<file path="src/rtl/router_pkg.sv">
// Shared router definitions: packet width, header field positions and the packet type.
package router_pkg;

    localparam int PKT_W      = 16;
    localparam int DX_HI      = 15;
    localparam int DX_LO      = 12;
    localparam int DY_HI      = 11;
    localparam int DY_LO      = 8;
    localparam int PAYLOAD_HI = 7;
    localparam int PAYLOAD_LO = 0;

    typedef logic [PKT_W-1:0] packet_t;

    function automatic logic [DY_HI-DY_LO:0] pkt_dy(input packet_t pkt);
        return pkt[DY_HI:DY_LO];
    endfunction

endpackage

</file>
<file path="src/rtl/router_buf_mem.sv">
// DEPTH x PKT_W packet storage: one synchronous write port, one asynchronous read port.
module router_buf_mem
    import router_pkg::*;
#(
    parameter int DEPTH = 4,
    parameter int PKT_W = router_pkg::PKT_W
) (
    input  logic                     clk,
    input  logic                     we,
    input  logic [$clog2(DEPTH)-1:0] waddr,
    input  logic [PKT_W-1:0]         wdata,
    input  logic [$clog2(DEPTH)-1:0] raddr,
    output logic [PKT_W-1:0]         rdata
);

    // Storage is deliberately not reset; occupancy tracking alone decides validity.
    logic [PKT_W-1:0] mem [DEPTH];

    always_ff @(posedge clk) begin
        if (we) begin
            mem[waddr] <= wdata;
        end
    end

    assign rdata = mem[raddr];

endmodule

</file>
<file path="src/rtl/router_input_buffer.sv">
// Per-port ingress FIFO feeding the forward stage, with ready-based backpressure.
// Optional zero-latency cut-through when empty: define ROUTER_BUF_BYPASS_EN.
module router_input_buffer
    import router_pkg::*;
#(
    parameter int DEPTH = 4,
    parameter int PKT_W = router_pkg::PKT_W
) (
    input  logic                     clk,
    input  logic                     rst,
    input  logic [PKT_W-1:0]         packet_in,
    input  logic                     valid_in,
    output logic                     ready_in,
    output logic [PKT_W-1:0]         packet_out,
    output logic                     valid_out,
    input  logic                     ready_out,
    output logic [$clog2(DEPTH):0]   count,
    output logic                     full,
    output logic                     empty
);

    localparam int AW = $clog2(DEPTH);
    localparam int CW = AW + 1;
    localparam logic [CW-1:0] FULL_COUNT = CW'(DEPTH);

    logic [AW-1:0]    wr_ptr;
    logic [AW-1:0]    rd_ptr;
    logic [PKT_W-1:0] mem_rdata;
    logic             push;
    logic             pop;

    assign full     = (count == FULL_COUNT);
    assign empty    = (count == '0);
    // Space is judged on the registered count, so a same-cycle pop never frees room for a push.
    assign ready_in = !full;

    // Handshake: a transfer happens on a rising edge where valid and ready are both high.
    // Upstream: push = valid_in && ready_in. Downstream: pop = valid_out && ready_out;
    // while valid_out is high and ready_out low, packet_out and valid_out hold unchanged.
`ifdef ROUTER_BUF_BYPASS_EN
    logic bypass_take;

    // An empty buffer lets the arriving packet straight through; it is stored only if not taken.
    assign bypass_take = empty && valid_in && ready_out;
    assign valid_out   = !empty || valid_in;
    assign packet_out  = !empty ? mem_rdata : (valid_in ? packet_in : '0);
    assign push        = valid_in && ready_in && !bypass_take;
    assign pop         = !empty && ready_out;
`else
    assign valid_out   = !empty;
    assign packet_out  = empty ? '0 : mem_rdata;
    assign push        = valid_in && ready_in;
    assign pop         = valid_out && ready_out;
`endif

    router_buf_mem #(
        .DEPTH (DEPTH),
        .PKT_W (PKT_W)
    ) u_mem (
        .clk   (clk),
        .we    (push),
        .waddr (wr_ptr),
        .wdata (packet_in),
        .raddr (rd_ptr),
        .rdata (mem_rdata)
    );

    // Pointers wrap naturally at their AW-bit width since DEPTH is a power of two.
    always_ff @(posedge clk) begin
        if (rst) begin
            wr_ptr <= '0;
            rd_ptr <= '0;
            count  <= '0;
        end else begin
            if (push) begin
                wr_ptr <= wr_ptr + AW'(1);
            end
            if (pop) begin
                rd_ptr <= rd_ptr + AW'(1);
            end
            case ({push, pop})
                2'b10:   count <= count + CW'(1);
                2'b01:   count <= count - CW'(1);
                default: count <= count;
            endcase
        end
    end

endmodule

</file>
<file path="config.mk">
export PLATFORM = sky130hd
export DESIGN_NAME = router_input_buffer
export DESIGN_NICKNAME = d
export VERILOG_FILES = /design/src/rtl/router_pkg.sv /design/src/rtl/router_buf_mem.sv /design/src/rtl/router_input_buffer.sv
export SDC_FILE = /design/constraint.sdc
export NUM_CORES = 1
export LEC_CHECK = 0
export CAP_MARGIN = 20
export CORE_MARGIN = 10
export CORE_UTILIZATION = 53
export CTS_CLUSTER_SIZE = 12
export DETAILED_ROUTE_END_ITERATION = 8
export PLACE_DENSITY = 0.78
export SYNTH_ARGS = -nofsm -noshare
export SYNTH_HDL_FRONTEND = slang
export SYNTH_SLANG_ARGS = --single-unit
export TNS_END_PERCENT = 5
</file>
<file path="constraint.sdc">
create_clock -name clk -period 2.72 [get_ports clk]
set_input_delay 0.544 -clock clk [delete_from_list [all_inputs] [get_ports clk]]
set_output_delay 0.544 -clock clk [all_outputs]
set_load 0.01 [all_outputs]
</file>
==> results of run 1 <==
## flip-flops by register name (all words and copies together) (netlist names), named ones only
register / flops
wr_ptr: 2
u_mem.mem: 64
count: 3
rd_ptr: 2
## Yosys cell counts
| master | n | area (µm²) |
|---|---|---|
| a21oi_1 | 4 | 20.0 |
| and2_1 | 4 | 25.0 |
| buf_1 | 1 | 3.75 |
| buf_12 | 1 | 20.0 |
| buf_2 | 4 | 20.0 |
| buf_6 | 1 | 11.3 |
| dfxtp_1 | 9 | 180 |
| edfxtp_1 | 64 | 1920 |
| fa_1 | 1 | 20.0 |
| ha_1 | 5 | 62.6 |
| inv_1 | 10 | 37.5 |
| mux2i_1 | 1 | 10.0 |
| mux4_1 | 6 | 158 |
| mux4_2 | 10 | 225 |
| nand2_1 | 1 | 3.75 |
| nand2b_1 | 2 | 12.5 |
| nand3_1 | 1 | 5.00 |
| nor2_1 | 6 | 22.5 |
| nor2b_1 | 13 | 81.3 |
| nor2b_4 | 3 | 41.3 |
| nor3_1 | 1 | 5.00 |
| o21ai_0 | 3 | 15.0 |
| o31ai_1 | 1 | 7.51 |
| or3_1 | 3 | 18.8 |
| xor2_1 | 3 | 26.3 |
## cell type report
class / instances / area, µm² / share of cell area [%]
Tap cell: 72 / 90.1 / 2.48
Inverter: 10 / 37.5 / 1.03
Timing Repair Buffer: 49 / 485 / 13.3
Clock buffer: 16 / 160 / 4.40
Sequential cell: 73 / 2100 / 57.8
Multi-Input combinational cell: 68 / 764 / 21.0
## cell families (layout without fill, tap and decap cells)
| group | after synthesis | in the layout | share of synthesized area, % |
|---|---|---|---|
| XOR/XNOR | 3 | 3 | 0.890 |
| flip-flops | 73 | 73 | 71.2 |
| AO/OA/AOI/OAI | 8 | 8 | 1.44 |
| adder cells (fa/ha/maj) | 6 | 6 | 2.80 |
| buffers and inverters | 17 | 75 | 3.13 |
| AND/OR/NAND/NOR | 34 | 34 | 7.28 |
| multiplexers | 17 | 17 | 13.3 |
## worst paths after layout
path	from	endpoint	slack [ns]
setup / recovery	register	packet_out[4]	0.1
hold reg to reg	rd_ptr[1]	register	0.49
setup reg to reg	count[0]	count[2]	0.50
hold / removal	rd_ptr[1]	register	0.49
## critical path: cells and delay by family, from the launching register on
kind / cells / cell delay (ns)
muxes: 1 / 0.56
buffers and inverters: 2 / 0.68
DFF: 1 / 0.36
and+or+nand+nor: 1 / 0.15
## stage by stage
step / instances / power, W / setup WS [ns]
finish: 288 / 0.00327 / 0.0968
global placement: 272 / 0.00257 / 0.313
floorplan: 158 / 0.00211 / 0.568
CTS: 288 / 0.00331 / 0.0510
detailed placement: 272 / 0.00261 / 0.187
global route: 288 / 0.00343 / 0.0160
## report_power, final
group	total, W	internal [W]	switching [W]
registers	0.00140	0.00135	0.0000568
clock network	0.000694	0.000359	0.000335
logic	0.00117	0.000650	0.000518
total	0.00327	0.00235	0.000910
## layer usage
metal | up-vias | GRT usage, % | part of all wire, %
met5 | - | 0 | 0
li1 | 705 | - | -
met3 | 6 | 3.57 | 5.8
met2 | 40 | 19.2 | 50
met4 | 0 | 5.61 | 1.3
met1 | 766 | 14.2 | 42
==> results.sh, run 1 <==
export IMPL_die_x_um=94.7
export IMPL_post_route_period_util_pct=96.4
export IMPL_first_pass_iters=4
export IMPL_h_tree_depth=3
export IMPL_yosysSeqAreaShare_pct=71.2
export IMPL_cp_max_fo=16
export IMPL_overflow=0
export IMPL_crit_required_ns=2.18
export IMPL_clkSinkCount=73
export IMPL_drv_cap=0
export IMPL_gp_congestion=0.824
export IMPL_yosysWarningCount=0
export IMPL_slew_headroom_pct=76.2
export IMPL_placed_area_mm2=0.00348
export IMPL_layout_drive_gt1_share_pct=14.4
export IMPL_crit_type="register to primary output"
export IMPL_path_cells="buf_12, mux4_1, nor2b_1, clkdlybuf4s50_1"
export IMPL_route_vias_total=1517
export IMPL_cts_root_buf="clkbuf_8"
export IMPL_hp_class="register to register"
export IMPL_fin_area_mm2=0.00364
export IMPL_grt_use_total_pct=11.8
export IMPL_fin_worst_skew_ns=0.00499
export IMPL_critPathArrivalTime_ns=2.08
export IMPL_clk_pin_slew_ns=0.07
export IMPL_io_pins=43
export IMPL_setup_violations_final=0
export IMPL_status="finished, final reports clean"
export IMPL_post_cts_buffers=0
export IMPL_fillerInstances=376
export IMPL_grt_pass1_wl_um=8090
export IMPL_hpwlAfterDp_um=3450
export IMPL_worst_pin_slew_ns=0.354
export IMPL_hold_viol_final=0
export IMPL_area_growth_pct=23.2
export IMPL_drc=0
export IMPL_p_leak_nw=1.24
export IMPL_initial_core_util_pct=54.0
export IMPL_crit_path_end_kind="primary output"
export IMPL_syn_area_per_cell_um2=18.7
export IMPL_layout_common_cells="edfxtp_1 (64), clkdlybuf4s50_1 (42), nor2b_1 (13)"
export IMPL_n_antenna_cell=0
export IMPL_insertion_delay_ns=0.32
export IMPL_fin_util_pct=66.5
export IMPL_setup_tns_ns=0
export IMPL_fin_hold_ws_ns=0.493
export IMPL_rsz0062_at_grt="no"
export IMPL_viasPerCell=5.27
export IMPL_coreArea_mm2=0.00547
export IMPL_final_common_cell="edfxtp_1"
export IMPL_cts_buffer_depth=2
export IMPL_die_h_um=94.7
export IMPL_rows=27
export IMPL_post_route_min_period_ns=2.62
export IMPL_clock_fmax_mhz=381
export IMPL_post_drt_wl_per_cell_um=17.8
export IMPL_cts_tree="yes"
export IMPL_netlist_cell_type_count=25
export IMPL_synthCells=158
export IMPL_ys_seq_elements=73
export IMPL_hold_buffers=0
export IMPL_antenna_found_initial=0
export IMPL_grt_pass1_vias=1604
export IMPL_port_buffers=42
export IMPL_p_per_area_mw_per_mm2=897
export IMPL_cpPeakStageDelay_ns=0.56
export IMPL_critical_path_slowest_cell="mux4_1"
export IMPL_die_area_mm2=0.00896
export IMPL_cts_resized=0
export IMPL_finalMaxSlewViolations=0
export IMPL_cts_buffers=9
export IMPL_grt_max_degree=21
export IMPL_drt_iter0_markers=63
export IMPL_ant_nets=0
export IMPL_irDropWorstVdd_mv=0.683
export IMPL_syn_area_mm2=0.00295
export IMPL_ff2ff_path_depth=11
export IMPL_critPathLaunchType="register"
export IMPL_routed_wl_um=5120
export IMPL_worstHoldPathCells=2
export IMPL_synth_nets=184
export IMPL_nNetsFinal=237
No activity file was read; power rests on OpenSTA's default activity.
==> run 2: changes to the inputs <==
--- a/config.mk
+++ b/config.mk
@@ -7,10 +7,9 @@
 export LEC_CHECK = 0
 export CAP_MARGIN = 20
 export CORE_MARGIN = 10
-export CORE_UTILIZATION = 53
+export CORE_UTILIZATION = 30
 export CTS_CLUSTER_SIZE = 12
 export DETAILED_ROUTE_END_ITERATION = 8
-export PLACE_DENSITY = 0.78
 export SYNTH_ARGS = -nofsm -noshare
 export SYNTH_HDL_FRONTEND = slang
 export SYNTH_SLANG_ARGS = --single-unit
==> run 2 against run 1 <==
- sequential power hardly changed
- die area increased by 59%
- flip-flop and latch count is the same
- sequential share of layout area fell by 2.1 points
- wire length increased by 7.6%
- via count decreased by 1.2%
- final cell count grew 23%
- first-iteration DRC count increased by 16%
- worst setup slack better by 0.0087 ns
- combinational power is essentially flat
- fmax up 0.33%
- clock power rose by 15%
- highest routed layer unchanged
==> results.sh, run 2 (synthesized netlist as in run 1, its figures left out) <==
export IMPL_status="finished, final reports clean"
export IMPL_drc=0
export IMPL_insertion_delay_ns=0.33
export IMPL_critPathArrivalTime_ns=2.07
export IMPL_hp_class="register to register"
export IMPL_coreArea_mm2=0.00968
export IMPL_clk_pin_slew_ns=0.07
export IMPL_cts_tree="yes"
export IMPL_gp_congestion=0.674
export IMPL_ff2ff_path_depth=11
export IMPL_largest_reg_flops=64
export IMPL_placed_area_mm2=0.00358
export IMPL_n_antenna_cell=0
export IMPL_first_pass_iters=4
export IMPL_top_usage_layer="met2"
export IMPL_post_cts_buffers=0
export IMPL_post_route_min_period_ns=2.61
export IMPL_ant_nets=0
export IMPL_crit_required_ns=2.18
export IMPL_cts_root_buf="clkbuf_8"
export IMPL_routed_wl_um=5510
export IMPL_regToRegSetupSlack_ns=0.57
export IMPL_p_int_w=0.00246
export IMPL_clkPwrFrac_pct=23.5
export IMPL_hpwlAfterDp_um=3870
export IMPL_worst_pin_slew_ns=0.357
export IMPL_critPathLaunchType="register"
export IMPL_slew_headroom_pct=76.1
export IMPL_post_drt_wl_per_cell_um=15.6
export IMPL_route_vias_total=1499
export IMPL_p_per_area_mw_per_mm2=897
export IMPL_gr_usage_met3_pct=2.17
export IMPL_drt_iter0_markers=73
export IMPL_h_tree_depth=3
export IMPL_hold_viol_final=0
export IMPL_fin_worst_skew_ns=0.00702
export IMPL_rows=36
export IMPL_layout_drive_gt1_share_pct=18.1
export IMPL_grt_use_total_pct=7.99
export IMPL_grt_max_degree=17
export IMPL_p_leak_nw=1.30
export IMPL_drv_cap=0
export IMPL_p_comb_share_pct=34.8
export IMPL_cp_max_fo=5
export IMPL_setup_tns_ns=0
export IMPL_met1_usage_pct=8.39
export IMPL_crit_type="register to primary output"
export IMPL_rsz0062_at_grt="no"
export IMPL_clkSinkCount=73
export IMPL_nNetsFinal=242
export IMPL_post_route_period_util_pct=96.1
export IMPL_clock_fmax_mhz=382
export IMPL_die_x_um=119
export IMPL_switchingPower_w=0.000928
export IMPL_area_growth_pct=28.0
export IMPL_initial_core_util_pct=30.5
export IMPL_die_h_um=119
export IMPL_cts_buffers=9
export IMPL_overflow=0
export IMPL_met2_usage_pct=13.7
export IMPL_setup_violations_final=0
export IMPL_io_pins=43
export IMPL_grt_pass1_wl_um=8640
export IMPL_p_seq_share_pct=41.7
export IMPL_antenna_found_initial=0
export IMPL_reg_top3="u_mem.mem (64), count (3)"
export IMPL_port_buffers=42
export IMPL_viasPerCell=4.23
export IMPL_grt_pass1_vias=1607
export IMPL_netSwitchingFraction_pct=27.4
export IMPL_layout_common_cells="edfxtp_1 (64), clkdlybuf4s50_1 (41), nor2b_1 (13)"
export IMPL_die_area_mm2=0.0142
export IMPL_finalMaxSlewViolations=0
export IMPL_fin_area_mm2=0.00378
export IMPL_top_register="u_mem.mem"
export IMPL_fillerInstances=892
export IMPL_final_common_cell="edfxtp_1"
export IMPL_irDropWorstVdd_mv=0.287
export IMPL_crit_path_end_kind="primary output"
export IMPL_worstHoldPathCells=2
export IMPL_cts_buffer_depth=2
run 2: metrics by stage:
stage	setup slack [ns]	std cells	hold WS [ns]	utilization (%)	power, W
3_5_place_dp	0.215	338	0.488	37.0	0.00264
4_1_cts	0.0284	354	0.501	38.9	0.00345
5_1_grt	0.0111	354	0.523	39.0	0.00358
3_3_place_gp	0.284	338	0.471	37.0	0.00263
6_report	0.106	354	0.504	39.0	0.00339
2_1_floorplan	0.568	158	0.459	-	0.00211
run 2: layout make-up:
cell class	count	area (µm²)	share of cell area, %
well taps	133	166	4.40
clock inverters	4	43.8	1.16
clock buffers	12	145	3.84
repair buffers	54	513	13.6
flip-flops and latches	73	2100	55.6
inverters	10	37.5	0.993
multi-input cells	68	771	20.4
run 2: metal layers:
metal / share of wire [%] / vias up
li1: - / 716
met1: 39 / 744
met2: 54 / 27
met3: 4.1 / 12
met4: 3.1 / 0
met5: 0 / -
run 2: repair_timing:
| item | CTS | global route |
|---|---|---|
| endpoints found under the setup margin | 6 | 4 |
| hold buffers | 0 | 0 |
| gates resized for setup | 1 | 2 |
run 2: worst paths after layout:
path                                 from            end
worst max-delay path             register  packet_out[4]
worst min-delay path            rd_ptr[1]      rd_ptr[1]
worst max register to register   count[0]       count[2]
worst min register to register  rd_ptr[1]      rd_ptr[1]
run 2: power by group through the flow:
stage / Combinational (W) / Clock [W] / Sequential [W]
final: 0.00118 / 0.000798 / 0.00141
after global routing: 0.00129 / 0.000866 / 0.00143
after CTS: 0.00122 / 0.000819 / 0.00141
after detailed placement: 0.00121 / 0 / 0.00143
after global placement: 0.00121 / 0 / 0.00143
after floorplan: 0.000696 / 0 / 0.00141
run 2: critical path, cell delays in order, from the launching register on:
cell and delay, ns:
dfxtp_2 0.39, buf_4 0.16, mux4_1 0.57, nor2b_1 0.15
clkdlybuf4s50_1 0.47
